`src/rtl/instruction_fetch_stage_if.sv`:
```
// ----------------------------------------------------------------------------
// instruction_fetch_stage_if
//   Instruction-memory bus between the fetch stage and instruction memory.
//   The fetch stage drives the word address; memory returns the word with a
//   purely combinational read of that address.
//
//   Signals:
//     imem_addr   32  fetch address (the current PC)
//     imem_rdata  32  instruction word stored at imem_addr
//
//   Modports:
//     master  fetch-stage side (drives imem_addr, receives imem_rdata)
//     slave   memory side      (receives imem_addr, drives imem_rdata)
// ----------------------------------------------------------------------------
interface instruction_fetch_stage_if;
  logic [31:0] imem_addr;
  logic [31:0] imem_rdata;

  modport master (output imem_addr, input imem_rdata);
  modport slave  (input imem_addr, output imem_rdata);
endinterface

```
`src/rtl/instruction_fetch_stage.sv`:
```
// ----------------------------------------------------------------------------
// instruction_fetch_stage
//   MIPS instruction fetch stage together with the IF/ID pipeline register.
//   Holds the PC, drives the instruction-memory address, chooses the next PC
//   from sequential / branch / jump / jump-register sources, and latches the
//   fetched word into IF/ID. Supports stall (hold) and flush (insert NOP).
//   There is no branch delay slot: every redirect squashes the younger fetch.
//
//   Ports:
//     Clk            in   1   rising-edge clock
//     Reset          in   1   synchronous active-high reset
//     Stall          in   1   hold PC and IF/ID
//     BranchTaken    in   1   branch resolved taken in EX (oldest redirect)
//     BranchTarget   in   32  branch destination
//     Jump           in   1   J/JAL/JR decoded in ID
//     JumpIndex      in   26  instr[25:0] of the jump in ID
//     JumpReg        in   1   jump is a JR (target from JumpRegAddr)
//     JumpRegAddr    in   32  rs value for JR
//     imem           if       instruction-memory bus (master modport)
//     IF_ID_Instr    out  32  latched instruction
//     IF_ID_PCPlus4  out  32  PC+4 of the latched instruction
//     IF_ID_Valid    out  1   latched instruction is real (0 = bubble)
//     opcode         out  6   IF_ID_Instr[31:26]
//     functionCode   out  6   IF_ID_Instr[5:0]
//     rt             out  5   IF_ID_Instr[20:16]
//     FetchCount     out  32  instructions accepted into IF/ID since reset
// ----------------------------------------------------------------------------
module instruction_fetch_stage #(
  parameter logic [31:0] RESET_PC  = 32'h0000_0000,
  parameter logic [31:0] NOP_INSTR = 32'h0000_0000
) (
  input  logic                              Clk,
  input  logic                              Reset,
  input  logic                              Stall,
  input  logic                              BranchTaken,
  input  logic [31:0]                       BranchTarget,
  input  logic                              Jump,
  input  logic [25:0]                       JumpIndex,
  input  logic                              JumpReg,
  input  logic [31:0]                       JumpRegAddr,
  instruction_fetch_stage_if.master         imem,
  output logic [31:0]                       IF_ID_Instr,
  output logic [31:0]                       IF_ID_PCPlus4,
  output logic                              IF_ID_Valid,
  output logic [5:0]                        opcode,
  output logic [5:0]                        functionCode,
  output logic [4:0]                        rt,
  output logic [31:0]                       FetchCount
);

  logic [31:0] pc_q,          pc_d;
  logic [31:0] ifid_instr_q,  ifid_instr_d;
  logic [31:0] ifid_pc4_q,    ifid_pc4_d;
  logic        ifid_valid_q,  ifid_valid_d;
  logic [31:0] fetch_count_q, fetch_count_d;

  logic [31:0] pc_plus4_s;
  logic        jump_s;
  logic        unused_bits_s;

  // Sequential increment; 32'hFFFF_FFFC naturally wraps to 0.
  assign pc_plus4_s = pc_q + 32'd4;

  // A jump is only honoured when the instruction in ID is real; a bubble
  // cannot have decoded a jump.
  assign jump_s = Jump & ifid_valid_q;

  // Low address bits of redirect targets are forced to zero (word aligned).
  assign unused_bits_s = ^{BranchTarget[1:0], JumpRegAddr[1:0]};

  // Next-state selection: reset is handled in the register block, the rest
  // follows branch > jump > stall > sequential priority.
  always_comb begin
    pc_d          = pc_q;
    ifid_instr_d  = ifid_instr_q;
    ifid_pc4_d    = ifid_pc4_q;
    ifid_valid_d  = ifid_valid_q;
    fetch_count_d = fetch_count_q;

    if (BranchTaken) begin
      // Branch is older than anything in ID, so it beats a concurrent jump.
      pc_d         = {BranchTarget[31:2], 2'b00};
      ifid_instr_d = NOP_INSTR;
      ifid_pc4_d   = 32'h0000_0000;
      ifid_valid_d = 1'b0;
    end else if (jump_s) begin
      if (JumpReg) begin
        pc_d = {JumpRegAddr[31:2], 2'b00};
      end else begin
        // Region bits come from the PC+4 of the jump itself, now in IF/ID.
        pc_d = {ifid_pc4_q[31:28], JumpIndex, 2'b00};
      end
      ifid_instr_d = NOP_INSTR;
      ifid_pc4_d   = 32'h0000_0000;
      ifid_valid_d = 1'b0;
    end else if (Stall) begin
      pc_d = pc_q;
    end else begin
      pc_d          = pc_plus4_s;
      ifid_instr_d  = imem.imem_rdata;
      ifid_pc4_d    = pc_plus4_s;
      ifid_valid_d  = 1'b1;
      fetch_count_d = fetch_count_q + 32'd1;
    end
  end

  // State registers with synchronous reset that overrides every other input.
  always_ff @(posedge Clk) begin
    if (Reset) begin
      pc_q          <= RESET_PC;
      ifid_instr_q  <= NOP_INSTR;
      ifid_pc4_q    <= 32'h0000_0000;
      ifid_valid_q  <= 1'b0;
      fetch_count_q <= 32'h0000_0000;
    end else begin
      pc_q          <= pc_d;
      ifid_instr_q  <= ifid_instr_d;
      ifid_pc4_q    <= ifid_pc4_d;
      ifid_valid_q  <= ifid_valid_d;
      fetch_count_q <= fetch_count_d;
    end
  end

  assign imem.imem_addr = pc_q;
  assign IF_ID_Instr    = ifid_instr_q;
  assign IF_ID_PCPlus4  = ifid_pc4_q;
  assign IF_ID_Valid    = ifid_valid_q;
  assign FetchCount     = fetch_count_q;

  // Decode fields are plain slices of the latched word.
  assign opcode         = ifid_instr_q[31:26];
  assign functionCode   = ifid_instr_q[5:0];
  assign rt             = ifid_instr_q[20:16];

endmodule

```
`src/flat_wrapper.sv`:
```
// flat-port wrapper written by rule: the top's interface ports become plain ports
module instruction_fetch_stage_flat 
#(
  parameter logic [31:0] RESET_PC  = 32'h0000_0000,
  parameter logic [31:0] NOP_INSTR = 32'h0000_0000
)
  (Clk, Reset, Stall, BranchTaken, BranchTarget, Jump, JumpIndex, JumpReg, JumpRegAddr, IF_ID_Instr, IF_ID_PCPlus4, IF_ID_Valid, opcode, functionCode, rt, FetchCount, imem_imem_addr, imem_imem_rdata);
  instruction_fetch_stage_if imem_i ();
  input  logic Clk;
  input  logic Reset;
  input  logic Stall;
  input  logic BranchTaken;
  input  logic [31:0] BranchTarget;
  input  logic Jump;
  input  logic [25:0] JumpIndex;
  input  logic JumpReg;
  input  logic [31:0] JumpRegAddr;
  output logic [31:0] IF_ID_Instr;
  output logic [31:0] IF_ID_PCPlus4;
  output logic IF_ID_Valid;
  output logic [5:0] opcode;
  output logic [5:0] functionCode;
  output logic [4:0] rt;
  output logic [31:0] FetchCount;
  output wire logic [$bits(imem_i.imem_addr)-1:0] imem_imem_addr;
  input wire logic [$bits(imem_i.imem_rdata)-1:0] imem_imem_rdata;
  assign imem_imem_addr = imem_i.imem_addr;
  assign imem_i.imem_rdata = imem_imem_rdata;
  instruction_fetch_stage #(.RESET_PC(RESET_PC), .NOP_INSTR(NOP_INSTR)) u_core (.Clk(Clk), .Reset(Reset), .Stall(Stall), .BranchTaken(BranchTaken), .BranchTarget(BranchTarget), .Jump(Jump), .JumpIndex(JumpIndex), .JumpReg(JumpReg), .JumpRegAddr(JumpRegAddr), .imem(imem_i), .IF_ID_Instr(IF_ID_Instr), .IF_ID_PCPlus4(IF_ID_PCPlus4), .IF_ID_Valid(IF_ID_Valid), .opcode(opcode), .functionCode(functionCode), .rt(rt), .FetchCount(FetchCount));
endmodule
```
`config.mk`:
```
export PLATFORM = sky130hd
export DESIGN_NAME = instruction_fetch_stage_flat
export DESIGN_NICKNAME = d
export VERILOG_FILES = /design/src/rtl/instruction_fetch_stage_if.sv /design/src/rtl/instruction_fetch_stage.sv /design/src/flat_wrapper.sv
export SDC_FILE = /design/constraint.sdc
export NUM_CORES = 1
export LEC_CHECK = 0
export CAP_MARGIN = 20
export CORE_MARGIN = 2
export CORE_UTILIZATION = 40
export CTS_CLUSTER_DIAMETER = 200
export CTS_CLUSTER_SIZE = 40
export DETAILED_ROUTE_END_ITERATION = 16
export MAX_ROUTING_LAYER = met4
export PLACE_DENSITY = 0.87
export SETUP_SLACK_MARGIN = 0.02
export SYNTH_ARGS = -nofsm -noshare
export SYNTH_HDL_FRONTEND = slang
export SYNTH_SLANG_ARGS = --single-unit
```
`constraint.sdc`:
```
create_clock -name Clk -period 2.7 [get_ports Clk]
set_input_delay 0.54 -clock Clk [delete_from_list [all_inputs] [get_ports Clk]]
set_output_delay 0.54 -clock Clk [all_outputs]
set_load 0.005 [all_outputs]
```
==> key figures, run 1 <==
Run status
  • Status: complete, no violations

Clock tree
  • Worst-skew pair later-pin latency: 420 ps
  • Post-cts sizing count: 0
  • Post-CTS Hold Fix Bufs: 0
  • Worst-case clock buffer depth: 2
  • CTS tree: done
  • H-tree level count: 4
  • CTS Root Cell: clkbuf_16
  • Post-CTS Repair Setup Buffers: 0
  • Total CTS buffers: 17
  • Reg clk slew, reported paths: 60 ps
  • Clk sinks: 129

Power and ir drop
  • Clock power frac: 0.453
  • Leakage: 3.760 nW
  • Power Dens Cells: 495.7 nW/µm²
  • Comb pwr share: 0.141
  • Overall power: 0.005008 W
  • Sw Pwr: 0.001216 W
  • Sw Ratio: 0.2429
  • Int Pwr: 0.003791 W
  • VDD IR max: 412.4 µV
  • Sequential share of power: 0.406

Logic synthesis
  • Mapped Nets: 926
  • Syn Inst Count: 796
  • Synthesized area: 6635 µm²
  • Prevailing post-synth register cell: dfxtp_1
  • Syn avg cell area: 8.336 µm²
  • Seq/Total Area, Yosys: 0.3892
  • Number of flops mapped to enable cells by yosys: 0
  • Post-synthesis cell type count: 60
  • FFs w/ async S/R, synth: 0
  • Synth warnings: 0
  • #FFs+latches synth: 129

Worst setup path
  • Crit path max fanout: 10
  • R2r startpoint: u_core.imem.imem_addr[2]
  • FF-to-FF path depth: 8
  • Flop-to-flop setup slack: 480 ps
  • Worst Path Required: 2960 ps
  • WS Path Type: flop to flop
  • WP data arrival: 2490 ps
  • Capture point of the worst reg-to-reg path: u_core.imem.imem_addr[26]
  • CP endpoint kind: flop
  • CP Launch Type: flop

Die
  • Chip width: 132.8 µm
  • Die Span Y: 132.8 µm
  • Die Area: 17630 µm²
  • Initial core utilization: 0.4044
  • # IOs: 274
  • Core region area: 16410 µm²
  • Core Rows: 47

Global routing
  • Met1 usage: 0.2979
  • GR Util met3: 0.07739
  • Total grt overflow: 0
  • Initial antenna violation count: 0
  • Most crowded layer after global routing: met2
  • GR Util met2: 0.4430
  • First-pass GRT wire length: 35.99 mm
  • Vias in the first global route: 6952
  • Largest net degree at the start of global routing: 62
  • Gr usage total: 0.2648

Min path
  • Hold Crit Depth: 2
  • Hold Path Class: flop to flop
  • Endpoint, Worst Hold: u_core.IF_ID_PCPlus4[4]
  • Critical hold path startpoint: u_core.IF_ID_PCPlus4[4]

Timing
  • Setup WS post-layout: 479.5 ps
  • Fin. Hold Viols: 0
  • Setup-failing EPs final: 0
  • Minimum clock period after layout: 2220 ps
  • Slew HR: 0.5571
  • Worst-margin pin slew: 658.3 ps
  • FMAX: 0.4504 GHz
  • Setup repair after global routing missed its margin: false
  • Crit share post-route: 0.8224
  • TNS Setup: 0 ps
  • Smallest hold slack: 481.7 ps
  • Pins over their slew limit: 0
  • Clock skew: 6.749 ps

Routing
  • Total Wirelength: 22.93 mm
  • Vias per cell: 5.462
  • DRC viols: 0
  • Drt wl/cell: 17.94 µm
  • DRT antenna net count: 0
  • Vias post-DR: 6980
  • Drt pass-1 iters: 5
  • DRT iter0 DRCs: 590

Placement
  • IO buf count: 269
  • Post-DP HPWL: 16.79 mm
  • Pre-CTS setup slack: 220.6 ps
  • Gp weighted congestion: 0.9135

Final layout
  • Final #Nets: 1176
  • ANT cells: 0
  • Layout cells sized above 1: 0.07467
  • Area delta synth->final: 52.25%
  • Fill count: 1337

Job
  • # Max-Cap Violations: 0
==> cells in the mapped netlist, drive strengths merged, types with 3 or more instances <==
library cell | instances | share of area
a211oi | 9 | 0.010
a21o | 5 | 0.0068
a21oi | 69 | 0.052
a31oi | 4 | 0.0038
and2 | 5 | 0.0047
and3 | 14 | 0.013
and4 | 10 | 0.014
buf | 35 | 0.034
clkbuf | 36 | 0.021
dfxtp | 129 | 0.39
inv | 13 | 0.0074
mux2i | 67 | 0.10
nand2 | 43 | 0.024
nand3 | 24 | 0.021
nand4 | 31 | 0.030
nor2 | 103 | 0.058
nor3 | 22 | 0.018
nor3b | 3 | 0.0034
nor4 | 15 | 0.019
o21a | 3 | 0.0034
o21ai | 62 | 0.047
o22ai | 5 | 0.0047
or3 | 7 | 0.0066
xnor2 | 26 | 0.034
xor2 | 29 | 0.038
==> critical path: stages, from the launching register on <==
cell and delay [ps]:
dfxtp_1 440, ha_1 340, nand2_1 110, buf_4 180, nor4_4 200, buf_4 220
a31oi_1 100, o21ai_0 340, a21oi_1 120
==> routing by layer <==
metal  routed length [µm]  share of wire  vias to the layer above
met5                    0              0                        -
met4                  721          0.031                        0
met3                 2034          0.089                       49
met2                11260           0.49                      355
met1                 8909           0.39                     3240
li1                     -              -                     3336
==> state kept, by name (all words and copies together), names as in the netlist <==
name,count
u_core.FetchCount,32
u_core.IF_ID_Instr,32
u_core.IF_ID_PCPlus4,32
u_core.IF_ID_Valid,1
u_core.imem.imem_addr,32
==> power by group through the flow <==
stage               clock network, W  registers (W)  logic, W
floorplan                          0        0.00206  0.000297
global placement                   0        0.00207  0.000691
detailed placement                 0        0.00207  0.000705
CTS                          0.00229        0.00203  0.000710
global route                 0.00237        0.00204  0.000762
finish                       0.00227        0.00203  0.000707
==> cell type report <==
type	instances	area (µm²)	area share
Clock buffer	21	470.5	0.04657
Clock inverter	10	110.1	0.01090
Inverter	14	52.55	0.005202
Multi-Input combinational cell	582	3638	0.3602
Sequential cell	129	2582	0.2556
Tap cell	220	275.3	0.02725
Timing Repair Buffer	302	2973	0.2943
==> cells in the final DEF, fill, tap and decap left out, types with 4 or more instances in the layout <==
cell             instances
a211oi_1                 9
a21o_1                   4
a21oi_1                 68
a31oi_1                  4
and2_1                   5
and3_1                  14
and4_1                   9
buf_12                   4
buf_4                   30
clkbuf_16               17
clkdlybuf4s50_1        265
clkinv_2                 4
clkinvlp_4               4
dfxtp_1                129
inv_1                   13
mux2i_1                 67
nand2_1                 42
nand3_1                 22
nand4_1                 30
nor2_1                 103
nor3_1                  21
nor4_1                  13
o21ai_0                 60
o22ai_1                  5
or3_1                    7
xnor2_1                 26
xor2_1                  29
==> worst max path at each step <==
stage / start / end / slack (ps) / cells after the start
6_report: u_core.imem.imem_addr[2] / u_core.imem.imem_addr[26] / 480 / 8
5_1_grt: u_core.imem.imem_addr[5] / u_core.imem.imem_addr[22] / 370 / 5
4_1_cts: u_core.imem.imem_addr[2] / u_core.imem.imem_addr[22] / 510 / 6
3_5_place_dp: Jump / u_core.imem.imem_addr[6] / 220 / 7
3_3_place_gp: Jump / u_core.FetchCount[26] / 250 / 6
2_1_floorplan: u_core.imem.imem_addr[2] / u_core.imem.imem_addr[22] / 730 / 6
==> logic make-up (layout without fill, tap and decap cells) <==
kind of cell	count (synthesis)	count (layout)	share of synthesized area
AO/OA/AOI/OAI	170	170	0.1450
XOR/XNOR	55	55	0.07260
adder cells (fa/ha/maj)	2	2	0.003771
buffers and inverters	85	347	0.06336
flip-flops	129	129	0.3892
multiplexers	68	68	0.1028
AND/OR/NAND/NOR	287	287	0.2233
==> metrics by stage <==
| stage | util | instances | cell area, µm² |
|---|---|---|---|
| after global placement | 0.5803 | 1247 | 9522 |
| final | 0.6157 | 1278 | 10100 |
| after floorplan | - | 796 | 6635 |
| after global routing | 0.6157 | 1278 | 10100 |
| after CTS | 0.6157 | 1278 | 10100 |
| after detailed placement | 0.5803 | 1247 | 9522 |
(Power assumes the default switching activity.)
==> run 2, diff against run 1 <==
clock period = 2.05 ns   (was 2.7 ns; I/O delays follow)
==> key figures, run 2 (synthesized netlist as in run 1, its figures left out) <==
Worst setup path
  • WS Path Type: flop to primary output
  • Capture point of the worst reg-to-reg path: u_core.imem.imem_addr[30]
  • CP delay by family, top: buffers and inverters
  • Crit path launch: u_core.imem.imem_addr[13]
  • FF-to-FF path depth: 6 (-2)
  • Critical path cell sequence: buf_4 -> clkdlybuf4s50_1
  • Flop-to-flop setup slack: 130 ps (-350 ps)
  • WP data arrival: 1570 ps (-920 ps)
  • Crit path buf inv count: 2 (unchanged)
  • CP max stage cell: clkdlybuf4s50_1
  • Crit path max fanout: 4 (-6)
  • R2r startpoint: u_core.imem.imem_addr[2]
  • Max stage delay on crit path: 520 ps (+80 ps)
  • CP Launch Type: flop
  • CP endpoint kind: primary output
  • Worst Path Required: 1640 ps (-1320 ps)

Final layout
  • Final #Nets: 1232 (+4.8%)
  • Most common cell after layout, fill and taps aside: clkdlybuf4s50_1
  • ANT cells: 0 (unchanged)
  • Layout cells sized above 1: 0.1256 (+0.05089)
  • Commonest non-fill, non-tap cells in the layout: clkdlybuf4s50_1, dfxtp_1, nor2_1, buf_4, a21oi_1
  • Fill count: 1347 (+0.75%)
  • Area delta synth->final: 59.68%
  • Design Area, Final: 10600 µm² (+4.9%)

Clock tree
  • Post-cts sizing count: 0 (unchanged)
  • Reg clk slew, reported paths: 60 ps (about the same)
  • CTS tree: done
  • Worst-skew pair later-pin latency: 420 ps (about the same)
  • Post-CTS Hold Fix Bufs: 0 (unchanged)
  • H-tree level count: 4 (unchanged)
  • Total CTS buffers: 17 (unchanged)
  • Post-CTS Repair Setup Buffers: 0 (unchanged)
  • CTS Root Cell: clkbuf_16
  • Worst-case clock buffer depth: 2 (unchanged)
  • Clk sinks: 129 (unchanged)

Timing
  • Clock skew: 11.58 ps (+4.829 ps)
  • Setup-failing EPs final: 0 (unchanged)
  • Setup repair after global routing missed its margin: true
  • Crit share post-route: 0.9647
  • Pins over their slew limit: 0 (unchanged)
  • Minimum clock period after layout: 1978 ps
  • Slew HR: 0.6886 (+0.1315)
  • FMAX: 0.5057 GHz
  • Worst-margin pin slew: 466.6 ps (-191.6 ps)
  • Fin. Hold Viols: 0 (unchanged)

Placement
  • IO buf count: 269 (unchanged)
  • Post-DP HPWL: 17.66 mm (+5.2%)
  • Area post-placement: 9992 µm² (+4.9%)
  • Gp weighted congestion: 0.9438 (+3.3%)

Global routing
  • Most crowded layer after global routing: met2
  • GR Util met2: 0.4562 (+0.01324)
  • Vias in the first global route: 7256 (+4.4%)
  • Initial antenna violation count: 0 (unchanged)
  • Gr usage total: 0.2702 (+0.005405)
  • First-pass GRT wire length: 36.94 mm (+2.6%)
  • GR Util met3: 0.06743 (-0.009962)
  • Met1 usage: 0.3144 (+0.01652)
  • Total grt overflow: 0 (unchanged)
  • Largest net degree at the start of global routing: 39 (-37%)

Routing
  • Drt pass-1 iters: 6 (+1)
  • Total Wirelength: 23.36 mm (+1.9%)
  • DRC viols: 0 (unchanged)
  • DRT antenna net count: 0 (unchanged)
  • Vias post-DR: 7188 (+3.0%)
  • Drt wl/cell: 17.50 µm (-2.5%)
  • DRT iter0 DRCs: 600 (+1.7%)
  • Vias per cell: 5.384 (-1.4%)

Power and ir drop
  • VDD IR max: 603.7 µV (+46%)
  • Leakage: 4.081 nW (+8.5%)
  • Power Dens Cells: 636.6 nW/µm² (+28%)
  • Overall power: 0.006744 W (+35%)

Min path
  • Hold Path Class: primary input to flop
  • Hold Crit Depth: 3 (+1)
  • Critical hold path startpoint: BranchTaken
  • Endpoint, Worst Hold: u_core.imem.imem_addr[2]

Die
  • Core region area: 16410 µm² (unchanged)
  • Die Area: 17630 µm² (unchanged)
  • Core Rows: 47 (unchanged)
  • Initial core utilization: 0.4044 (unchanged)
  • # IOs: 274 (unchanged)
  • Die Span Y: 132.8 µm (unchanged)
  • Chip width: 132.8 µm (unchanged)

Job
  • # Max-Cap Violations: 0 (unchanged)

Run status
  • Status: complete, no violations
-- run 2: per-layer routing --
metal / share of wire / wire (µm)
met1: 0.41 / 9542
met2: 0.50 / 11600
met3: 0.075 / 1755
met4: 0.020 / 467
met5: 0 / 0
-- run 2: how the worst max path moves through the flow --
| stage | depth (start not counted) | end | slack [ps] |
|---|---|---|---|
| final | 2 | imem_imem_addr[13] | 70 |
| after global routing | 6 | u_core.imem.imem_addr[22] | 10 |
| after CTS | 2 | imem_imem_addr[13] | 80 |
| after detailed placement | 9 | u_core.imem.imem_addr[6] | -260 |
| after global placement | 9 | u_core.imem.imem_addr[6] | -170 |
| after floorplan | 6 | u_core.imem.imem_addr[22] | 80 |
-- run 2: worst reg2reg max path: cells and delay by family, from the launching register on --
kind                       cells  cell delay, ps
adders and majority gates      1             230
DFF                            1             330
and+or+nand+nor                2             670
AOI/OAI and AO/OA              3             570
-- run 2: report_power, final --
group | switching [W] | internal [W] | leakage [nW]
sequential | 0.0000793 | 0.00259 | 1.05
combinational | 0.000412 | 0.000589 | 2.74
clock | 0.00114 | 0.00193 | 0.294
total | 0.00163 | 0.00511 | 4.08
-- run 2: layout make-up --
cell class / instances / area [µm²] / area share
Clock buffer: 21 / 450.4 / 0.04251
Multi-Input combinational cell: 582 / 3649 / 0.3444
Tap cell: 220 / 275.3 / 0.02598
Clock inverter: 11 / 137.6 / 0.01299
Timing Repair Buffer: 358 / 3443 / 0.3250
Sequential cell: 129 / 2587 / 0.2442
Inverter: 14 / 52.55 / 0.004960
-- run 2: through the flow --
step	util	TNS, ps	instances	worst slack (ps)	hold WS, ps
after global routing	0.6458	0	1335	12.49	468.7
after CTS	0.6449	0	1335	82.09	450.8
after global placement	0.6090	-2856	1303	-172.2	450.7
final	0.6458	0	1335	72.43	463.7
after detailed placement	0.6090	-5112	1303	-263.3	455.5
after floorplan	-	0	796	76.95	457.4
